**config.mk**
```make
export PLATFORM = sky130hd
export DESIGN_NAME = instr_encoder
export DESIGN_NICKNAME = d
export VERILOG_FILES = /design/src/rtl/isa_pkg.sv /design/src/rtl/instr_pack.sv /design/src/rtl/instr_encoder.sv
export SDC_FILE = /design/constraint.sdc
export NUM_CORES = 1
export LEC_CHECK = 0
export CAP_MARGIN = 30
export CORE_MARGIN = 5
export CORE_UTILIZATION = 40
export CTS_CLUSTER_DIAMETER = 100
export DETAILED_ROUTE_END_ITERATION = 8
export HOLD_SLACK_MARGIN = 0.05
export PLACE_DENSITY = 0.77
export SYNTH_ARGS = -nofsm -noshare
export SYNTH_HDL_FRONTEND = slang
export SYNTH_SLANG_ARGS = --single-unit
```
**constraint.sdc**
```tcl
create_clock -name clk -period 1.9 [get_ports clk]
set_clock_uncertainty 0.15 [all_clocks]
set_input_delay 0.285 -clock clk [delete_from_list [all_inputs] [get_ports clk]]
set_output_delay 0.285 -clock clk [all_outputs]
set_load 0.01 [all_outputs]
```
**src/rtl/isa_pkg.sv**
```systemverilog
// Shared ISA constants for the instruction encoder: format codes, opcodes and the canonical NOP.
package isa_pkg;

    localparam logic [2:0] FMT_R = 3'd0;
    localparam logic [2:0] FMT_I = 3'd1;
    localparam logic [2:0] FMT_S = 3'd2;
    localparam logic [2:0] FMT_B = 3'd3;
    localparam logic [2:0] FMT_U = 3'd4;
    localparam logic [2:0] FMT_J = 3'd5;

    localparam logic [31:0] NOP_WORD = 32'h0000_0013;

    localparam logic [6:0] OP_LOAD   = 7'h03;
    localparam logic [6:0] OP_IMM    = 7'h13;
    localparam logic [6:0] OP_AUIPC  = 7'h17;
    localparam logic [6:0] OP_STORE  = 7'h23;
    localparam logic [6:0] OP_REG    = 7'h33;
    localparam logic [6:0] OP_LUI    = 7'h37;
    localparam logic [6:0] OP_BRANCH = 7'h63;
    localparam logic [6:0] OP_JALR   = 7'h67;
    localparam logic [6:0] OP_JAL    = 7'h6F;

    typedef struct packed {
        logic [31:0] instr;
        logic        err;
    } packed_word_t;

endpackage

```
**src/rtl/instr_pack.sv**
```systemverilog
// Combinational field packer for one instruction word, with optional immediate range check
// (enabled by defining INSTR_ENCODER_RANGE_CHECK_EN).
module instr_pack
    import isa_pkg::*;
(
    input  logic [2:0]  fmt,
    input  logic [6:0]  opcode,
    input  logic [4:0]  rd,
    input  logic [4:0]  rs1,
    input  logic [4:0]  rs2,
    input  logic [2:0]  funct3,
    input  logic [6:0]  funct7,
    input  logic [31:0] imm,
    output logic [31:0] instr,
    output logic        err
);

    logic fmt_err_s;
    logic range_err_s;

    // Field placement per format; illegal formats collapse to a flagged NOP.
    always_comb begin
        instr     = NOP_WORD;
        fmt_err_s = 1'b0;
        case (fmt)
            FMT_R:        instr = {funct7, rs2, rs1, funct3, rd, opcode};
            FMT_I:        instr = {imm[11:0], rs1, funct3, rd, opcode};
            FMT_S, FMT_B: instr = {imm[11:5], rs2, rs1, funct3, imm[4:0], opcode};
            FMT_U, FMT_J: instr = {imm[19:0], rd, opcode};
            default: begin
                instr     = NOP_WORD;
                fmt_err_s = 1'b1;
            end
        endcase
    end

`ifdef INSTR_ENCODER_RANGE_CHECK_EN
    // Flag immediates that lose information when truncated into their field.
    always_comb begin
        range_err_s = 1'b0;
        case (fmt)
            FMT_I, FMT_S, FMT_B: range_err_s = ~((&imm[31:11]) | ~(|imm[31:11]));
            FMT_J:               range_err_s = ~((&imm[31:19]) | ~(|imm[31:19]));
            FMT_U:               range_err_s = |imm[31:20];
            default:             range_err_s = 1'b0;
        endcase
    end
`else
    logic unused_imm_s;
    assign range_err_s  = 1'b0;
    assign unused_imm_s = ^imm[31:20];
`endif

    assign err = fmt_err_s | range_err_s;

endmodule

```
**src/rtl/instr_encoder.sv**
```systemverilog
// Instruction encoder: single-register valid/ready stage around instr_pack, with word address
// and word counter. Optional immediate range check via INSTR_ENCODER_RANGE_CHECK_EN.
module instr_encoder
    import isa_pkg::*;
#(
    parameter logic [31:0] BASE_ADDR = 32'h0,
    parameter int          CNT_W     = 16
) (
    input  logic             clk,
    input  logic             rst_n,
    input  logic             clear,
    input  logic             in_valid,
    output logic             in_ready,
    input  logic [2:0]       fmt,
    input  logic [6:0]       opcode,
    input  logic [4:0]       rd,
    input  logic [4:0]       rs1,
    input  logic [4:0]       rs2,
    input  logic [2:0]       funct3,
    input  logic [6:0]       funct7,
    input  logic [31:0]      imm,
    output logic             out_valid,
    input  logic             out_ready,
    output logic [31:0]      out_instr,
    output logic [31:0]      out_addr,
    output logic             out_err,
    output logic [CNT_W-1:0] word_cnt
);

    localparam logic [0:0]       ST_EMPTY = 1'b0;
    localparam logic [0:0]       ST_FULL  = 1'b1;
    localparam logic [CNT_W-1:0] CNT_ONE  = {{(CNT_W-1){1'b0}}, 1'b1};
    localparam logic [CNT_W-1:0] CNT_ZERO = {CNT_W{1'b0}};

    logic [0:0]       state_r;
    logic [0:0]       state_nxt_s;
    logic [31:0]      instr_r;
    logic             err_r;
    logic [31:0]      addr_r;
    logic [CNT_W-1:0] cnt_r;
    logic [31:0]      pack_instr_s;
    logic             pack_err_s;
    logic             in_ready_s;
    logic             accept_s;
    logic             hs_s;

    instr_pack u_pack (
        .fmt    (fmt),
        .opcode (opcode),
        .rd     (rd),
        .rs1    (rs1),
        .rs2    (rs2),
        .funct3 (funct3),
        .funct7 (funct7),
        .imm    (imm),
        .instr  (pack_instr_s),
        .err    (pack_err_s)
    );

    // Ready is withheld during reset and clear so no field-set slips into a flushed stage.
    assign in_ready_s = rst_n & ~clear & ((state_r == ST_EMPTY) | out_ready);
    assign accept_s   = in_valid & in_ready_s;
    assign hs_s       = (state_r == ST_FULL) & out_ready & ~clear;

    // Next-state: a handshake paired with a new accept keeps the stage full.
    always_comb begin
        state_nxt_s = state_r;
        case (state_r)
            ST_EMPTY: begin
                if (accept_s) state_nxt_s = ST_FULL;
                else          state_nxt_s = ST_EMPTY;
            end
            ST_FULL: begin
                if (hs_s && !accept_s) state_nxt_s = ST_EMPTY;
                else                   state_nxt_s = ST_FULL;
            end
            default: state_nxt_s = ST_EMPTY;
        endcase
    end

    // Output register, address and counter; clear takes priority over any handshake.
    always_ff @(posedge clk or negedge rst_n) begin
        if (!rst_n) begin
            state_r <= ST_EMPTY;
            instr_r <= 32'h0;
            err_r   <= 1'b0;
            addr_r  <= BASE_ADDR;
            cnt_r   <= CNT_ZERO;
        end else if (clear) begin
            state_r <= ST_EMPTY;
            instr_r <= 32'h0;
            err_r   <= 1'b0;
            addr_r  <= BASE_ADDR;
            cnt_r   <= CNT_ZERO;
        end else begin
            state_r <= state_nxt_s;
            if (accept_s) begin
                instr_r <= pack_instr_s;
                err_r   <= pack_err_s;
            end
            if (hs_s) begin
                addr_r <= addr_r + 32'd4;
                cnt_r  <= cnt_r + CNT_ONE;
            end
        end
    end

    assign in_ready  = in_ready_s;
    assign out_valid = (state_r == ST_FULL);
    assign out_instr = instr_r;
    assign out_err   = err_r;
    assign out_addr  = addr_r;
    assign word_cnt  = cnt_r;

endmodule

```
# Word-level counts from Yosys, hierarchy flattened
# Index checks and enable logic that the tools add are counted.
[classes]
mul = 0
muxes = 14
reduce_logical = 8
order_cmp = 0
n_eq_ne = 5
div = 0
add_sub_neg = 2
shifts = 0
bitwise_logic = 8
[op_table]
columns = ["op", "n"]
rows = [
  ["$mux 32", 4],
  ["$pmux 32 s4", 1],
  ["$add 32x3->32 const B", 1],
  ["$mux 16", 2],
  ["$add 16x1->16 const B", 1],
  ["$eq 3x2->1 const B", 2],
  ["$eq 3x3->1 const B", 2],
  ["$mux 1", 6],
  ["$reduce_or 6->1", 1],
  ["$and 1x1->1", 5],
  ["$reduce_bool 2->1", 2],
  ["$reduce_or 2->1", 2],
  ["$eq 3x1->1 const B", 1],
  ["$logic_not 3->1", 1],
  ["$not 1->1", 2],
  ["$pmux 1 s2", 1],
  ["$logic_and 1x1->1", 1],
  ["$logic_not 1->1", 1],
  ["$or 1x1->1", 1],
]
[totals]
elab_cells = 42
latchBits = 0
romBits = 0
output_inout_bits = 83
ramBits = 0
ff_bits = 82
memories = 0
input_bits = 72

# Depth between registers and ports, before layout
# Gate-level depths: netlist (run 1).
[depth]
ltp_word = 9
ltp_mapped = 7
ltp_nobuf = 5

# Hierarchy
# From an unflattened synthesis (run 1), not the netlist that was laid out.
[unflattened]
hier_cells = 496
area_unflattened_um2 = 4366.7
[modules_own_cells]
columns = ["module", "seq_area_each_um2", "cells_per_inst", "n_inst", "area_per_inst_um2"]
rows = [
  ["instr_encoder", 2001.9, 404, 1, 3811.2],
  ["instr_pack", 0.0, 92, 1, 555.5],
]

# Worst setup path after synthesis (run 1)
# OpenSTA, ideal clock, no wires.
[synth_path]
kind = "flip-flop to flip-flop"
start = "register addr_r[2], in the netlist out_addr[2]"
end = "register addr_r[24], in the netlist out_addr[24]"
arrival_ns = 1.798
synth_period_minus_slack_ns = 2.072
setup_ns = 0.125
stages_incl_launch_ff = 7
n_path_buf = 1
required_ns = 1.625
slack_ns = -0.172
cell_sequence = "dfrtp_1 -> ha_1 -> nand3_1 -> or2_1 -> buf_2 -> nor4_1 -> mux2_2"
[synth_via]
elab_chain_len = 3
[synth_rtl]
columns = ["item", "line_no", "rtl"]
rows = [
  ["from (decl)", "instr_encoder.sv:39", "logic [31:0] addr_r;"],
  ["from (signal assigned)", "instr_encoder.sv:102", "addr_r <= addr_r + 32'd4;"],
  ["$add 32x3->32", "instr_encoder.sv:102", ""],
  ["$mux 32", "instr_encoder.sv:101", "if (hs_s) begin"],
  ["$mux 32", "instr_encoder.sv:89", "end else if (clear) begin"],
]
# No other way between the ends. The select of a mux whose other input is x is not followed.
# A chain may end at the register's enable or synchronous reset.

# Worst setup path in the final report (run 1)
[layout_path]
start = "register addr_r[11], in the netlist out_addr[11]"
end = "register addr_r[19], in the netlist out_addr[19]"
# Same word-level chain as after synthesis.

==> impl_metrics.yaml, run 1 <==
timing:
  finalSetupViolCount: 19
  fmax_ghz: 0.5000
  layout_setup_ws_ns: -0.1002
  drv_slew: 0
  final.min_clock_period_ns: 2.000
  rsz0062_at_grt: "yes"
  min_period_over_period: 1.053
  tightest_slew_ns: 0.5109
  finalSetupTns_ns: -1.062
  max_slew_margin: 0.6594
  whs_ns: 0.3408
  finalHoldViolCount: 0
status:
  outcome: "finished, violations left"
  violations: "setup timing"
pwr:
  p_leak_nw: 2.686
  vdd_drop_max_uv: 407.7
  p_per_area_nw_per_um2: 534.0
floorplanning:
  die_y_um: 110.4
  die_x_um: 110.4
  rows: 36
  ios: 155
  coreArea_um2: 9819
  start_util: 0.4106
  die_area_um2: 12190
drt:
  drtIter0Drc: 142
  vias_per_cell: 5.435
  drt_first_pass_iters: 5
  antenna_left: 0
  dr_total_vias: 4136
  drc: 0
  wire_per_inst_um: 17.51
  finalWirelength_um: 13320
synth:
  synth_compound_area_frac: 0.1803
  synth_top_family_by_area: "simple AND/OR/NAND/NOR gates"
  synth_fa_ha_area_frac: 0.006207
  post_synth.cell_area_avg_um2: 9.761
  ys_seq_area_frac: 0.4966
  postSynthCellCount: 413
  ys_ff_latch: 80
  syn_area_um2: 4031
  synthMuxAreaShare: 0.01955
  yosys_warnings: 0
  synth_xor_area_frac: 0.04128
  yosys.area_share.simple: 0.2191
  yosysUniqueCellTypes: 41
final_layout:
  diodes: 0
  nNetsFinal: 697
  drive_gt1_frac: 0.2341
  area_growth_pct: 61.05
cts:
  clk_path_buf_depth: 2
  htree_levels: 3
  cts_root_buffer: "clkbuf_8"
  clock_latency_ns: 0.34
  numClockSinks: 80
  cts_buffers: 9
  path_clk_slew_ns: 0.09
  cts_tree: "done"
setup_path:
  required_ns: 2.02
  crit_type: "reg -> reg"
  reg2reg_from: "out_addr[11]"
  setup.worst_path.start: "out_addr[11]"
  r2r_cells: 5
  reg2reg_setup_slack_ns: -0.10
  cpPeakStageDelay_ns: 0.53
  cp.arrival_ns: 2.12
  crit_slowest_cell: "or4_4"
  r2r-end: "out_addr[19]"
  cp-start-kind: "flip-flop"
  cp-end-kind: "flip-flop"
  cp_cell_sequence: "nand4_1 -> buf_4 -> or4_4 -> or3_4 -> a21oi_1"
  path_max_fanout: 7
global_route:
  grt_usage: 0.2212
  antenna_found_initial: 0
  gr-total-overflow: 0
  grt_first_pass_wirelength_um: 21120
  grt_pass1_vias: 4298
  grt_max_degree: 47
job:
  maxCapViolCount: 0
place:
  hpwl_um: 10040
  gp_congestion: 0.9394
  io_buffers: 140
hold_path:
  hold_class: "in -> async"
sequential cells by signal, summed over array words and instances (netlist names):
| name | count |
|---|---|
| out_addr | 30 |
| out_err | 1 |
| out_instr | 32 |
| out_valid | 1 |
| word_cnt | 16 |
worst max-delay path by stage:
stage	slack, ns	cells past startpoint	to
detailed placement	-0.50	6	out_addr[25]
global placement	-0.47	6	out_addr[31]
global route	-0.19	5	out_addr[25]
finish	-0.10	5	out_addr[19]
CTS	-0.08	5	out_addr[31]
floorplan	-0.10	6	out_addr[24]
repair_timing:
action	CTS	global route
cloned	1	1
setup buffers	2	2
resized for setup	10	25
setup endpoints to repair	20	25
hold buffers	1	0
pin swaps	4	4
hold endpoints to repair	80	0
area by class of cell:
class,instances,area [um^2]
clock inverters,4,28.78
fillers,802,3327
well taps,133,166.4
repair buffers,222,2027
clock buffers,12,155.1
flip-flops and latches,80,2011
inverters,7,26.28
multi-input cells,303,2078
cells in the final DEF (no fill, tap or decap), types with 7 or more instances in the layout:
master / count
nand4_1: 10
nor2b_1: 8
nand3_1: 15
o31ai_1: 7
xnor2_1: 15
o2bb2ai_1: 17
buf_4: 81
a22o_1: 12
a21oi_1: 23
dfrtp_1: 73
nor2_1: 42
nor3_1: 16
a221oi_1: 8
nand2_1: 25
clkbuf_8: 11
clkdlybuf4s50_1: 131
a22oi_1: 16
o21ai_0: 8
dfrtp_2: 7
cells by family (layout without fill, tap and decap cells):
logic type	Yosys count	in the layout
DFF	80	80
xor gates and xnor gates	19	19
other	1	2
adders and majority gates	2	2
and+or+nand+nor	168	170
AOI/OAI and AO/OA	103	103
buffers and inverters	33	245
muxes	7	7
critical path: cells and delay by family, from the launching register on:
kind	cells	cell delay, ns
DFF	1	0.36
AOI/OAI and AO/OA	1	0.13
and+or+nand+nor	3	1.07
buffers and inverters	1	0.21
through the flow:
| step | setup slack [ns] | std cells | utilization | total power [mW] | cell area [um^2] |
|---|---|---|---|---|---|
| 2_1_floorplan | -0.1032 | 414 | - | 1.967 | 4120 |
| 3_3_place_gp | -0.4661 | 739 | 0.6256 | 2.307 | 6143 |
| 4_1_cts | -0.07954 | 759 | 0.6515 | 3.492 | 6397 |
| 3_5_place_dp | -0.5043 | 739 | 0.6256 | 2.313 | 6143 |
| 6_report | -0.1002 | 761 | 0.6612 | 3.467 | 6492 |
| 5_1_grt | -0.1922 | 761 | 0.6612 | 3.620 | 6492 |
metal layers:
layer	routed length, um	global-route usage	vias to the layer above
met1	5510	0.2809	2016
met2	6541	0.3692	155
met5	0	0	-
li1	-	-	1953
met3	1101	0.07105	12
met4	170	0.05013	0
cell usage after synthesis:
cell       instances  area share
xnor2_1           15       0.033
buf_4              2      0.0037
clkinv_1           1     0.00093
a21oi_1           29       0.036
clkbuf_1          15       0.014
dfrtp_1           80        0.50
or2_1              1      0.0016
nor2_1            42       0.039
or4_1             10       0.019
or3_2              3      0.0056
or2_2              2      0.0031
nor4_1            13       0.020
a221oi_1           8       0.017
o31ai_1            9       0.017
nand2b_1           4      0.0062
nand4b_1           1      0.0022
and3b_1            1      0.0022
xor2_1             4      0.0087
buf_1              3      0.0028
and2_1             1      0.0016
o21ai_0           10       0.012
a22oi_1           16       0.030
or3_1              7       0.011
buf_2              5      0.0062
o2bb2ai_1         17       0.037
nand2_1           25       0.023
nor4b_1            2      0.0043
nor3_1            16       0.020
ha_1               2      0.0062
a32o_1             2      0.0050
conb_1             1     0.00093
and4b_1            1      0.0025
mux2_2             7       0.020
nor2b_1            8       0.012
buf_6              1      0.0028
inv_1              6      0.0056
nand3_1           16       0.020
and3_1             1      0.0016
and4_1             4      0.0087
a22o_1            12       0.026
nand4_1           10       0.016
where the power goes:
group          leakage (nW)  total [mW]  internal (mW)  switching [mW]
clock network        0.0890        1.18          0.550           0.631
registers              1.10        1.76           1.74          0.0232
logic                  1.50       0.527          0.282           0.245
(Power assumes the default switching activity.)
==> inputs of run 2 (changes only) <==
--- a/config.mk
+++ b/config.mk
@@ -9,8 +9,8 @@
 export CORE_MARGIN = 5
 export CORE_UTILIZATION = 40
 export CTS_CLUSTER_DIAMETER = 100
+export CTS_CLUSTER_SIZE = 28
 export DETAILED_ROUTE_END_ITERATION = 8
-export HOLD_SLACK_MARGIN = 0.05
 export PLACE_DENSITY = 0.77
 export SYNTH_ARGS = -nofsm -noshare
 export SYNTH_HDL_FRONTEND = slang
==> results of run 2 <==
Final layout, timing and power as in run 1 (identical DEF).
